## src/rtl/branch_predictor_gshare_assoc_pkg.sv

```systemverilog
// -----------------------------------------------------------------------------
// bpu_pkg
// Shared types for the gshare + 2-way BTB branch predictor:
//   br_type_e    - EX-stage branch classification (NONE/JAL/BTYPE/RET)
//   btb_kind_e   - what a BTB entry was trained as
//   CNT_*        - 2-bit direction counter encodings
//   sat_cnt_next - saturating +/-1 step of a direction counter
// -----------------------------------------------------------------------------
package bpu_pkg;

    typedef enum logic [1:0] {
        BR_NONE  = 2'b00,
        BR_JAL   = 2'b01,
        BR_BTYPE = 2'b10,
        BR_RET   = 2'b11
    } br_type_e;

    typedef enum logic [1:0] {
        KIND_B   = 2'b00,
        KIND_JAL = 2'b01,
        KIND_RET = 2'b10
    } btb_kind_e;

    localparam logic [1:0] CNT_SNT = 2'b00;  // strong not-taken
    localparam logic [1:0] CNT_WNT = 2'b01;  // weak not-taken
    localparam logic [1:0] CNT_WT  = 2'b10;  // weak taken
    localparam logic [1:0] CNT_ST  = 2'b11;  // strong taken

    function automatic logic [1:0] sat_cnt_next(input logic [1:0] cnt, input logic taken);
        if (taken) begin
            return (cnt == CNT_ST) ? CNT_ST : cnt + 2'b01;
        end
        return (cnt == CNT_SNT) ? CNT_SNT : cnt - 2'b01;
    endfunction

endpackage

```

## src/rtl/branch_predictor_gshare_assoc_if.sv

```systemverilog
// -----------------------------------------------------------------------------
// branch_predictor_gshare_assoc_if
// Fetch-lookup and EX-training signals of the branch predictor.
//   master: pipeline side (drives stall, fetch_pc, ex_*; receives prediction)
//   slave : predictor side
// Signal contract: there is no valid/ready pair. fetch_pc is looked up every
// cycle and fetch_hit/fetch_target answer combinationally in the same cycle.
// An EX record (ex_branch_type != NONE, or ex_call) is consumed on every
// rising edge where stall=0; while stall=1 it is held and nothing is consumed.
// -----------------------------------------------------------------------------
interface branch_predictor_gshare_assoc_if #(
    parameter int PC_WIDTH = 16
);
    logic                stall;
    logic [PC_WIDTH-1:0] fetch_pc;
    logic                fetch_hit;
    logic [PC_WIDTH-1:0] fetch_target;
    logic [1:0]          ex_branch_type;
    logic                ex_call;
    logic                ex_taken;
    logic [PC_WIDTH-1:0] ex_pc;
    logic [PC_WIDTH-1:0] ex_target;

    modport master (
        output stall, fetch_pc, ex_branch_type, ex_call, ex_taken, ex_pc, ex_target,
        input  fetch_hit, fetch_target
    );

    modport slave (
        input  stall, fetch_pc, ex_branch_type, ex_call, ex_taken, ex_pc, ex_target,
        output fetch_hit, fetch_target
    );
endinterface

```

## src/rtl/branch_predictor_gshare_assoc_ras.sv

```systemverilog
// -----------------------------------------------------------------------------
// bpu_ras
// Circular return-address stack. Pushing when full overwrites the oldest
// entry; popping when empty does nothing. Push and pop in the same cycle
// replace the top (or act as a plain push when empty).
// Ports:
//   clk, rst (async, active-low)
//   push, pop, push_data - update controls (already gated by stall)
//   top, empty           - current top-of-stack and empty flag
// -----------------------------------------------------------------------------
module bpu_ras #(
    parameter int DEPTH = 4,
    parameter int W     = 16
) (
    input  logic         clk,
    input  logic         rst,
    input  logic         push,
    input  logic         pop,
    input  logic [W-1:0] push_data,
    output logic [W-1:0] top,
    output logic         empty
);
    localparam int PTR_W = $clog2(DEPTH);
    localparam int CNT_W = $clog2(DEPTH + 1);
    localparam logic [PTR_W-1:0] PTR_ONE  = PTR_W'(1);
    localparam logic [CNT_W-1:0] CNT_ONE  = CNT_W'(1);
    localparam logic [CNT_W-1:0] CNT_FULL = CNT_W'(DEPTH);

    logic [W-1:0]     mem [DEPTH];
    logic [PTR_W-1:0] wr_ptr;   // next free slot; top lives one below
    logic [PTR_W-1:0] top_ptr;
    logic [CNT_W-1:0] count;

    assign top_ptr = wr_ptr - PTR_ONE;
    assign top     = mem[top_ptr];
    assign empty   = (count == '0);

    always_ff @(posedge clk or negedge rst) begin
        if (!rst) begin
            for (int i = 0; i < DEPTH; i++) begin
                mem[i] <= '0;
            end
            wr_ptr <= '0;
            count  <= '0;
        end else if (push && pop && !empty) begin
            mem[top_ptr] <= push_data;
        end else if (push) begin
            // Power-of-two depth: the pointer wraps onto the oldest entry.
            mem[wr_ptr] <= push_data;
            wr_ptr      <= wr_ptr + PTR_ONE;
            if (count != CNT_FULL) begin
                count <= count + CNT_ONE;
            end
        end else if (pop && !empty) begin
            wr_ptr <= top_ptr;
            count  <= count - CNT_ONE;
        end
    end

endmodule

```

## src/rtl/branch_predictor_gshare_assoc.sv

```systemverilog
// -----------------------------------------------------------------------------
// branch_predictor_gshare_assoc
// Fetch-stage predictor: gshare direction PHT + 2-way set-associative BTB with
// one LRU bit per set, optional return-address stack.
// Configuration macro: BPU_RAS_EN (defined -> RAS present, RET entries predict
// the RAS top and ex_call pushes; undefined -> RET behaves like JAL).
// Ports:
//   clk - rising-edge clock
//   rst - asynchronous active-low reset
//   bp  - slave modport: stall, fetch_pc -> fetch_hit/fetch_target (combinational),
//         ex_branch_type/ex_call/ex_taken/ex_pc/ex_target training inputs
// -----------------------------------------------------------------------------
module branch_predictor_gshare_assoc
    import bpu_pkg::*;
#(
    parameter int PC_WIDTH    = 16,
    parameter int BTB_SETS    = 8,
    parameter int PHT_ENTRIES = 64,
    parameter int RAS_DEPTH   = 4
) (
    input logic clk,
    input logic rst,
    branch_predictor_gshare_assoc_if.slave bp
);
    localparam int SET_W = $clog2(BTB_SETS);
    localparam int G     = $clog2(PHT_ENTRIES);
    localparam int TAG_W = PC_WIDTH - SET_W - 2;

    typedef struct packed {
        logic                valid;
        logic [TAG_W-1:0]    tag;
        logic [PC_WIDTH-1:0] target;
        btb_kind_e           kind;
    } btb_entry_t;

    btb_entry_t    btb [BTB_SETS][2];
    logic [BTB_SETS-1:0] lru;        // per set: way to evict next
    logic [1:0]    pht [PHT_ENTRIES];
    logic [G-1:0]  ghr;

    logic                ras_valid;
    logic [PC_WIDTH-1:0] ras_top;

    // ---------------- lookup (combinational) ----------------
    logic [SET_W-1:0] f_set;
    logic [TAG_W-1:0] f_tag;
    logic [G-1:0]     f_idx;
    logic             f_match0, f_match1;
    btb_entry_t       f_entry;

    assign f_set = bp.fetch_pc[SET_W+1:2];
    assign f_tag = bp.fetch_pc[PC_WIDTH-1:SET_W+2];
    assign f_idx = bp.fetch_pc[G+1:2] ^ ghr;

    always_comb begin
        f_match0        = btb[f_set][0].valid && (btb[f_set][0].tag == f_tag);
        f_match1        = btb[f_set][1].valid && (btb[f_set][1].tag == f_tag);
        f_entry         = f_match0 ? btb[f_set][0] : btb[f_set][1];
        bp.fetch_hit    = 1'b0;
        bp.fetch_target = '0;
        if (f_match0 || f_match1) begin
            case (f_entry.kind)
                KIND_JAL: begin
                    bp.fetch_hit    = 1'b1;
                    bp.fetch_target = f_entry.target;
                end
                KIND_B: begin
                    if (pht[f_idx][1]) begin
                        bp.fetch_hit    = 1'b1;
                        bp.fetch_target = f_entry.target;
                    end
                end
                KIND_RET: begin
                    bp.fetch_hit    = 1'b1;
                    bp.fetch_target = ras_valid ? ras_top : f_entry.target;
                end
                default: begin
                    bp.fetch_hit    = 1'b0;
                    bp.fetch_target = '0;
                end
            endcase
        end
    end

    // ---------------- training ----------------
    br_type_e         e_type;
    logic [SET_W-1:0] e_set;
    logic [TAG_W-1:0] e_tag;
    logic [G-1:0]     e_idx;
    logic             e_match0, e_match1, e_hit;
    logic             wr_way;
    btb_kind_e        e_kind;
    logic [G:0]       ghr_shift;

    assign e_type    = br_type_e'(bp.ex_branch_type);
    assign e_set     = bp.ex_pc[SET_W+1:2];
    assign e_tag     = bp.ex_pc[PC_WIDTH-1:SET_W+2];
    assign e_idx     = bp.ex_pc[G+1:2] ^ ghr;
    assign ghr_shift = {ghr, bp.ex_taken};

    always_comb begin
        e_match0 = btb[e_set][0].valid && (btb[e_set][0].tag == e_tag);
        e_match1 = btb[e_set][1].valid && (btb[e_set][1].tag == e_tag);
        e_hit    = e_match0 || e_match1;
        // Hit: way 0 has priority. Miss: first invalid way, else the LRU victim.
        if (e_hit) begin
            wr_way = !e_match0;
        end else if (!btb[e_set][0].valid) begin
            wr_way = 1'b0;
        end else if (!btb[e_set][1].valid) begin
            wr_way = 1'b1;
        end else begin
            wr_way = lru[e_set];
        end
        case (e_type)
            BR_JAL:  e_kind = KIND_JAL;
            BR_RET:  e_kind = KIND_RET;
            default: e_kind = KIND_B;
        endcase
    end

    always_ff @(posedge clk or negedge rst) begin
        if (!rst) begin
            for (int s = 0; s < BTB_SETS; s++) begin
                for (int w = 0; w < 2; w++) begin
                    btb[s][w] <= '0;
                end
            end
            for (int p = 0; p < PHT_ENTRIES; p++) begin
                pht[p] <= CNT_WT;
            end
            lru <= '0;
            ghr <= '0;
        end else if (!bp.stall && e_type != BR_NONE) begin
            btb[e_set][wr_way] <= '{valid: 1'b1, tag: e_tag, target: bp.ex_target, kind: e_kind};
            lru[e_set]         <= ~wr_way;
            if (e_type == BR_BTYPE) begin
                pht[e_idx] <= e_hit ? sat_cnt_next(pht[e_idx], bp.ex_taken)
                                    : (bp.ex_taken ? CNT_WT : CNT_WNT);
                ghr        <= ghr_shift[G-1:0];
            end
        end
    end

    // ---------------- return-address stack ----------------
`ifdef BPU_RAS_EN
    logic ras_empty;

    bpu_ras #(
        .DEPTH (RAS_DEPTH),
        .W     (PC_WIDTH)
    ) u_ras (
        .clk       (clk),
        .rst       (rst),
        .push      (!bp.stall && bp.ex_call),
        .pop       (!bp.stall && (e_type == BR_RET)),
        .push_data (bp.ex_pc + PC_WIDTH'(4)),
        .top       (ras_top),
        .empty     (ras_empty)
    );

    assign ras_valid = !ras_empty;
`else
    localparam int unused_ras_depth = RAS_DEPTH;
    logic unused_call;

    assign unused_call = bp.ex_call;
    assign ras_valid   = 1'b0;
    assign ras_top     = '0;
`endif

    // Low PC bits are always word-aligned and carry no information.
    logic unused_pc_bits;
    assign unused_pc_bits = ^{bp.fetch_pc[1:0], bp.ex_pc[1:0]};

endmodule

```

## src/flat_wrapper.sv

```systemverilog
// flat-port wrapper written by rule: the top's interface ports become plain ports
module branch_predictor_gshare_assoc_flat import bpu_pkg::*;
#(
    parameter int PC_WIDTH    = 16,
    parameter int BTB_SETS    = 8,
    parameter int PHT_ENTRIES = 64,
    parameter int RAS_DEPTH   = 4
)
  (clk, rst, bp_stall, bp_fetch_pc, bp_ex_branch_type, bp_ex_call, bp_ex_taken, bp_ex_pc, bp_ex_target, bp_fetch_hit, bp_fetch_target);
  branch_predictor_gshare_assoc_if #(.PC_WIDTH(PC_WIDTH)) bp_i ();
  input logic clk;
  input logic rst;
  input wire logic [$bits(bp_i.stall)-1:0] bp_stall;
  input wire logic [$bits(bp_i.fetch_pc)-1:0] bp_fetch_pc;
  input wire logic [$bits(bp_i.ex_branch_type)-1:0] bp_ex_branch_type;
  input wire logic [$bits(bp_i.ex_call)-1:0] bp_ex_call;
  input wire logic [$bits(bp_i.ex_taken)-1:0] bp_ex_taken;
  input wire logic [$bits(bp_i.ex_pc)-1:0] bp_ex_pc;
  input wire logic [$bits(bp_i.ex_target)-1:0] bp_ex_target;
  output wire logic [$bits(bp_i.fetch_hit)-1:0] bp_fetch_hit;
  output wire logic [$bits(bp_i.fetch_target)-1:0] bp_fetch_target;
  assign bp_i.stall = bp_stall;
  assign bp_i.fetch_pc = bp_fetch_pc;
  assign bp_i.ex_branch_type = bp_ex_branch_type;
  assign bp_i.ex_call = bp_ex_call;
  assign bp_i.ex_taken = bp_ex_taken;
  assign bp_i.ex_pc = bp_ex_pc;
  assign bp_i.ex_target = bp_ex_target;
  assign bp_fetch_hit = bp_i.fetch_hit;
  assign bp_fetch_target = bp_i.fetch_target;
  branch_predictor_gshare_assoc #(.PC_WIDTH(PC_WIDTH), .BTB_SETS(BTB_SETS), .PHT_ENTRIES(PHT_ENTRIES), .RAS_DEPTH(RAS_DEPTH)) u_core (.clk(clk), .rst(rst), .bp(bp_i));
endmodule
```

## config.mk

```make
export PLATFORM = sky130hd
export DESIGN_NAME = branch_predictor_gshare_assoc_flat
export DESIGN_NICKNAME = d
export VERILOG_FILES = /design/src/rtl/branch_predictor_gshare_assoc_pkg.sv /design/src/rtl/branch_predictor_gshare_assoc_if.sv /design/src/rtl/branch_predictor_gshare_assoc_ras.sv /design/src/rtl/branch_predictor_gshare_assoc.sv /design/src/flat_wrapper.sv
export SDC_FILE = /design/constraint.sdc
export NUM_CORES = 1
export LEC_CHECK = 0
export CAP_MARGIN = 20
export CORE_ASPECT_RATIO = 0.8
export CORE_MARGIN = 1.5
export CORE_UTILIZATION = 35
export CTS_CLUSTER_SIZE = 16
export DETAILED_ROUTE_END_ITERATION = 16
export GPL_ROUTABILITY_DRIVEN = 0
export GPL_TIMING_DRIVEN = 0
export PLACE_DENSITY = 0.55
export SETUP_SLACK_MARGIN = 0.1
export SLEW_MARGIN = 20
export SYNTH_ARGS = -nofsm -noshare
export SYNTH_HDL_FRONTEND = slang
export SYNTH_SLANG_ARGS = --single-unit
```

## constraint.sdc

```tcl
create_clock -name clk -period 8.2 [get_ports clk]
set_input_delay 1.64 -clock clk [delete_from_list [all_inputs] [get_ports clk]]
set_output_delay 1.64 -clock clk [all_outputs]
set_load 0.05 [all_outputs]
```

# After elaboration in Yosys (flattened, before gate mapping)
# Cells that the tools add are included.
# totals
rom_bits	0
output_inout_bits	17
input_bits	55
reg_bits	622
mem_bits_rw	0
word_cells	225
n_memories	0
latchBits	0
# classes
n_div	0
bitwise_logic	8
reduce_logical	18
n_lt_le_gt_ge	10
n_addsub	2
eq_ne	10
n_shift	0
n_mux	47
mul	0
# op_table
operator	n
480-bit bitwise mux	1
60-bit binary-select mux with 3-bit select	2
60-bit two-way mux	5
60-bit demux with 3-bit select	1
128-bit bitwise mux	1
11-bit == test	4
16-bit two-way mux	2
16-bit case mux with 2 select lines	1
30-bit demux with 1-bit select	1
30-bit two-way mux	1
2-bit two-way mux	13
2-bit binary-select mux with 6-bit select	2
18-bit two-way mux	1
7-bit greater-or-equal comparator, second input constant	2
6-bit inverter with 7-bit output	2
2-bit demux with 6-bit select	1
6-bit bitwise XOR	2
1-bit two-way mux	10
1-bit logical AND	9
8-bit bitwise mux	1
2-bit == test, second input constant	4
4-bit greater-or-equal comparator, second input constant	2
3-bit inverter with 4-bit output	2
7-bit by 1-bit less-than comparator with 1-bit output, second input constant	1
other kinds (20)	24

# Logic depth before layout (Yosys ltp)
# depth
ltp_word	16
ltp_mapped	16
depth_no_buf	11

# Least setup slack after synthesis
# No wires, ideal clock.
# synth_timing
kind	input to output
startpoint	input bp_fetch_pc[2]
endpoint	output bp_fetch_target[10]
path_buffers	6
setup_slack_ns	0.705
path_stages	13
t_arrival_ns	5.855
path_cell_list	clkbuf_1 -> buf_2 -> buf_2 -> clkbuf_1 -> buf_1 -> mux4_2 -> mux4_2 -> inv_1 -> ha_1 -> a21oi_1 -> a211oi_1 -> buf_2 -> and2_1
# synth_between
elab_chain_len	11
elab_cells_between_ends	22
classes_between	eq/ne: 4; mux: 10; bitwise: 3; reduce/logical: 5
# synth_rtl
item	line	rtl
start, declared	flat_wrapper.sv:14	input wire logic [$bits(bp_i.fetch_pc)-1:0] bp_fetch_pc;
3-bit inverter with 4-bit output (not written as such)	branch_predictor_gshare_assoc.sv:56, branch_predictor_gshare_assoc.sv:57, branch_predictor_gshare_assoc.sv:58	
60-bit binary-select mux with 3-bit select	branch_predictor_gshare_assoc.sv:56, branch_predictor_gshare_assoc.sv:57, branch_predictor_gshare_assoc.sv:58	
60-bit two-way mux (not written as such) (2 in a row)	branch_predictor_gshare_assoc.sv:57	f_match1 = btb[f_set][1].valid && (btb[f_set][1].tag == f_tag);
11-bit == test	branch_predictor_gshare_assoc.sv:56	f_match0 = btb[f_set][0].valid && (btb[f_set][0].tag == f_tag);
1-bit logical AND	branch_predictor_gshare_assoc.sv:56	
18-bit two-way mux	branch_predictor_gshare_assoc.sv:58	f_entry = f_match0 ? btb[f_set][0] : btb[f_set][1];
2-bit by 1-bit == test with 1-bit output / 2-bit == test (equally long branches)	branch_predictor_gshare_assoc.sv:62	case (f_entry.kind)
2-bit OR reduction (no line)	--	
16-bit case mux with 2 select lines	branch_predictor_gshare_assoc.sv:62	
16-bit two-way mux (*)	branch_predictor_gshare_assoc.sv:61	if (f_match0 || f_match1) begin
end, declared	flat_wrapper.sv:21	output wire logic [$bits(bp_i.fetch_target)-1:0] bp_fetch_target;
# Every way passes the cells marked *; elsewhere a longest branch is shown, timed or not. The select of a mux whose other input is x is not followed.

# Worst setup path after layout
# layout_timing
startpoint	input bp_fetch_pc[3]
endpoint	output bp_fetch_target[15]
# Same word-level chain as after synthesis.

==> impl_metrics.env <==
export IMPL_preCtsSetupSlack_ps=-2240
export IMPL_slew_viol_final=0
export IMPL_finalCritPeriodShare=0.972
export IMPL_wirelength_um=104000
export IMPL_setup_tns_ps=0
export IMPL_io_pins=72
export IMPL_syn_nets=2295
export IMPL_ir_drop_mv=0.151
export IMPL_max_slew_margin=0.180
export IMPL_reg2reg_depth=11
export IMPL_grt_max_degree=103
export IMPL_leakagePower_nw=15.3
export IMPL_clk_root_buffer_cell="clkbuf_16"
export IMPL_setup_ws_ps=230
export IMPL_outcome="complete, no violations"
export IMPL_power_frac_seq=0.424
export IMPL_die_y_um=273
export IMPL_htree_levels=3
export IMPL_synth_avg_cell_area_sq_um=14.2
export IMPL_finalHoldViolCount=0
export IMPL_switching_share=0.321
export IMPL_layout_drive_gt1_share=0.435
export IMPL_grt_pass1_wl_um=155000
export IMPL_dp_hpwl_um=70800
export IMPL_cts_buffer_depth=3
export IMPL_reg2reg_slack_ps=3820
export IMPL_hold_class="flip-flop to flip-flop"
export IMPL_numCtsBuffers=69
export IMPL_clk_latency_ps=640
export IMPL_p_int_mw=8.35
export IMPL_r2r_end="u_core.pht[57]$_DFFE_PN1P_"
export IMPL_setup_violations=0
export IMPL_antenna_found_initial=2
export IMPL_clock_sinks=622
export IMPL_synth_cell_types=67
export IMPL_ys_top_cells_by_area="dfrtp_1 (44%), mux2_2 (17%), mux4_2 (13%)"
export IMPL_utilization=0.407
export IMPL_max_freq_ghz=0.125
export IMPL_synth_top_area_share=0.438
export IMPL_power_frac_comb=0.312
export IMPL_ant_nets=0
export IMPL_drcViolationCount=0
export IMPL_holdPathStages=1
export IMPL_routed_via_density=5.90
export IMPL_rows=98
export IMPL_drtPass1Iterations=8
export IMPL_io_buffer_count=54
export IMPL_final_cell_mix="dfrtp_1 (558), mux2_2 (470), mux4_2 (189)"
export IMPL_skew_ps=46.1
export IMPL_grt_overflow=0
export IMPL_clock_power_share=0.265
export IMPL_cp_endpoint="bp_fetch_target[15]"
export IMPL_criticalPathCategory="input port to output port"
export IMPL_mostFrequentLayoutCell="dfrtp_1"
export IMPL_grt_usage=0.225
export IMPL_cts_tree="yes"
export IMPL_max_cap_violations=0
export IMPL_period_minus_slack_ps=7970
export IMPL_dr_total_vias=21400
export IMPL_yosysTopAreaCell="dfrtp_1"
export IMPL_start_kind="input port"
export IMPL_start_util=0.355
export IMPL_syn_area_sq_um=31900
export IMPL_drtIter0Drc=2272
export IMPL_synthFlopType="dfrtp_1"
export IMPL_switchingPower_mw=3.95
export IMPL_worstSetupStartpoint="bp_fetch_pc[3]"
export IMPL_cp_arrival_ps=6330
export IMPL_areaGrowthSynthToFinish_pct=14.6
export IMPL_coreArea_sq_um=89800
export IMPL_holdWs_ps=486
export IMPL_wire_per_inst_um=28.7
export IMPL_dieArea_sq_um=92900
export IMPL_path_clk_slew_ps=60
export IMPL_yosysWarnings=0
export IMPL_ys_ff_latch=622
export IMPL_rsz0062_at_grt="no"
export IMPL_worst_path_max_fanout=10
export IMPL_die_w_um=340
export IMPL_multi_input_area_sq_um=15100
export IMPL_required_ps=6560
export IMPL_nNetsFinal=2431
export IMPL_syn_instance_count=2238
export IMPL_num_fill_cells=8233
export IMPL_antenna_cells=0
export IMPL_grt_pass1_vias=22100
export IMPL_synthArstFlopShare=1.00
export IMPL_tightest_slew_ps=1230
export IMPL_synth_edff_count=0
export IMPL_ys_seq_area_frac=0.491
export IMPL_timing_rr_start="u_core.ghr[0]$_DFFE_PN0P_"
export IMPL_endpoint_kind="output port"
export IMPL_power_density_nw_per_um2=337
export IMPL_seq_area_sq_um=15600
-- cell usage after synthesis, drive strengths merged (3+ instances only) --
library cell	number
a21oi	19
nor2	100
o221ai	13
a22o	5
a311o	3
buf	112
nor2b	7
nand3b	6
o41ai	64
and2	22
nand3	17
clkbuf	111
or2	9
a221oi	15
xnor2	42
o31ai	4
o211ai	3
o21ai	79
nor3	12
dfrtp	558
o22ai	6
nor4	11
dfstp	64
or3	3
inv	6
xor2	20
a311oi	3
a31oi	6
nand2b	7
a211oi	6
mux4	189
mux2i	45
a221o	13
and3	9
a22oi	16
nand4	8
mux2	562
nand2	46
-- power groups by stage --
stage | logic [mW] | registers (mW) | clock network (mW)
2_1_floorplan | 2.89 | 4.89 | 0
3_3_place_gp | 3.67 | 5.16 | 0
3_5_place_dp | 3.79 | 5.21 | 0
4_1_cts | 3.81 | 5.18 | 3.31
5_1_grt | 4.07 | 5.35 | 3.44
6_report | 3.84 | 5.21 | 3.25
-- worst min-delay path by stage --
stage          slack, ps                     endpoint                        start
2_1_floorplan        430  u_core.btb[119]$_DFFE_PN0P_  u_core.btb[119]$_DFFE_PN0P_
4_1_cts              490  u_core.btb[301]$_DFFE_PN0P_  u_core.btb[301]$_DFFE_PN0P_
6_report             490  u_core.btb[240]$_DFFE_PN0P_  u_core.btb[240]$_DFFE_PN0P_
3_5_place_dp         470  u_core.btb[301]$_DFFE_PN0P_  u_core.btb[301]$_DFFE_PN0P_
5_1_grt              510  u_core.btb[240]$_DFFE_PN0P_  u_core.btb[240]$_DFFE_PN0P_
3_3_place_gp         460  u_core.btb[119]$_DFFE_PN0P_  u_core.btb[119]$_DFFE_PN0P_
-- final cells by class --
class	count	area share
Tap cell	1200	0.0411
Buffer	223	0.0321
Timing Repair Buffer	65	0.0193
Multi-Input combinational cell	1387	0.414
Sequential cell	622	0.428
Clock buffer	103	0.0557
Inverter	6	0.000616
Clock inverter	24	0.00921
-- flip-flops by register name (all words and copies together), names as in the netlist --
name        flops
u_core.ghr      6
u_core.lru      8
u_core.pht    128
u_core.btb    480
-- metal layers --
layer	up-vias	GRT usage	share of wire
met5	-	0	0
met4	0	0.0720	0.029
met3	184	0.0499	0.085
met2	1049	0.325	0.43
met1	11400	0.333	0.45
li1	8775	-	-
-- critical path, stage by stage --
cell and delay, ps:
clkbuf_2 350, clkbuf_1 710, clkbuf_2 470, clkbuf_1 620, mux4_2 440, mux4_2 530
inv_1 80, ha_1 140, a21oi_1 90, a211oi_4 230, buf_12 150, buf_4 140
and2_1 160, dlygate4sd2_1 550
-- through the flow --
step | cell area [sq um] | power (mW) | instances
finish | 36500 | 12.3 | 3630
global route | 36500 | 12.9 | 3630
global placement | 33900 | 8.83 | 3492
CTS | 36600 | 12.3 | 3629
detailed placement | 34100 | 9.01 | 3498
floorplan | 31900 | 7.77 | 2238
-- cell families after synthesis --
| kind of cell | synth area share |
|---|---|
| xor+xnor | 0.0187 |
| compound gates | 0.0610 |
| simple gates | 0.0398 |
| mux | 0.353 |
| flops | 0.491 |
| buf+inv | 0.0361 |
| fa+ha+maj | 0.000785 |
-- what timing repair did --
item / 4_1_cts / 5_1_grt
hold buffers: 0 / 0
setup endpoints to repair: 17 / 16
buffers inserted: 4 / 0
pin swaps: 2 / 0
gates resized for setup: 34 / 22
Power figures use the tool's default switching activity.
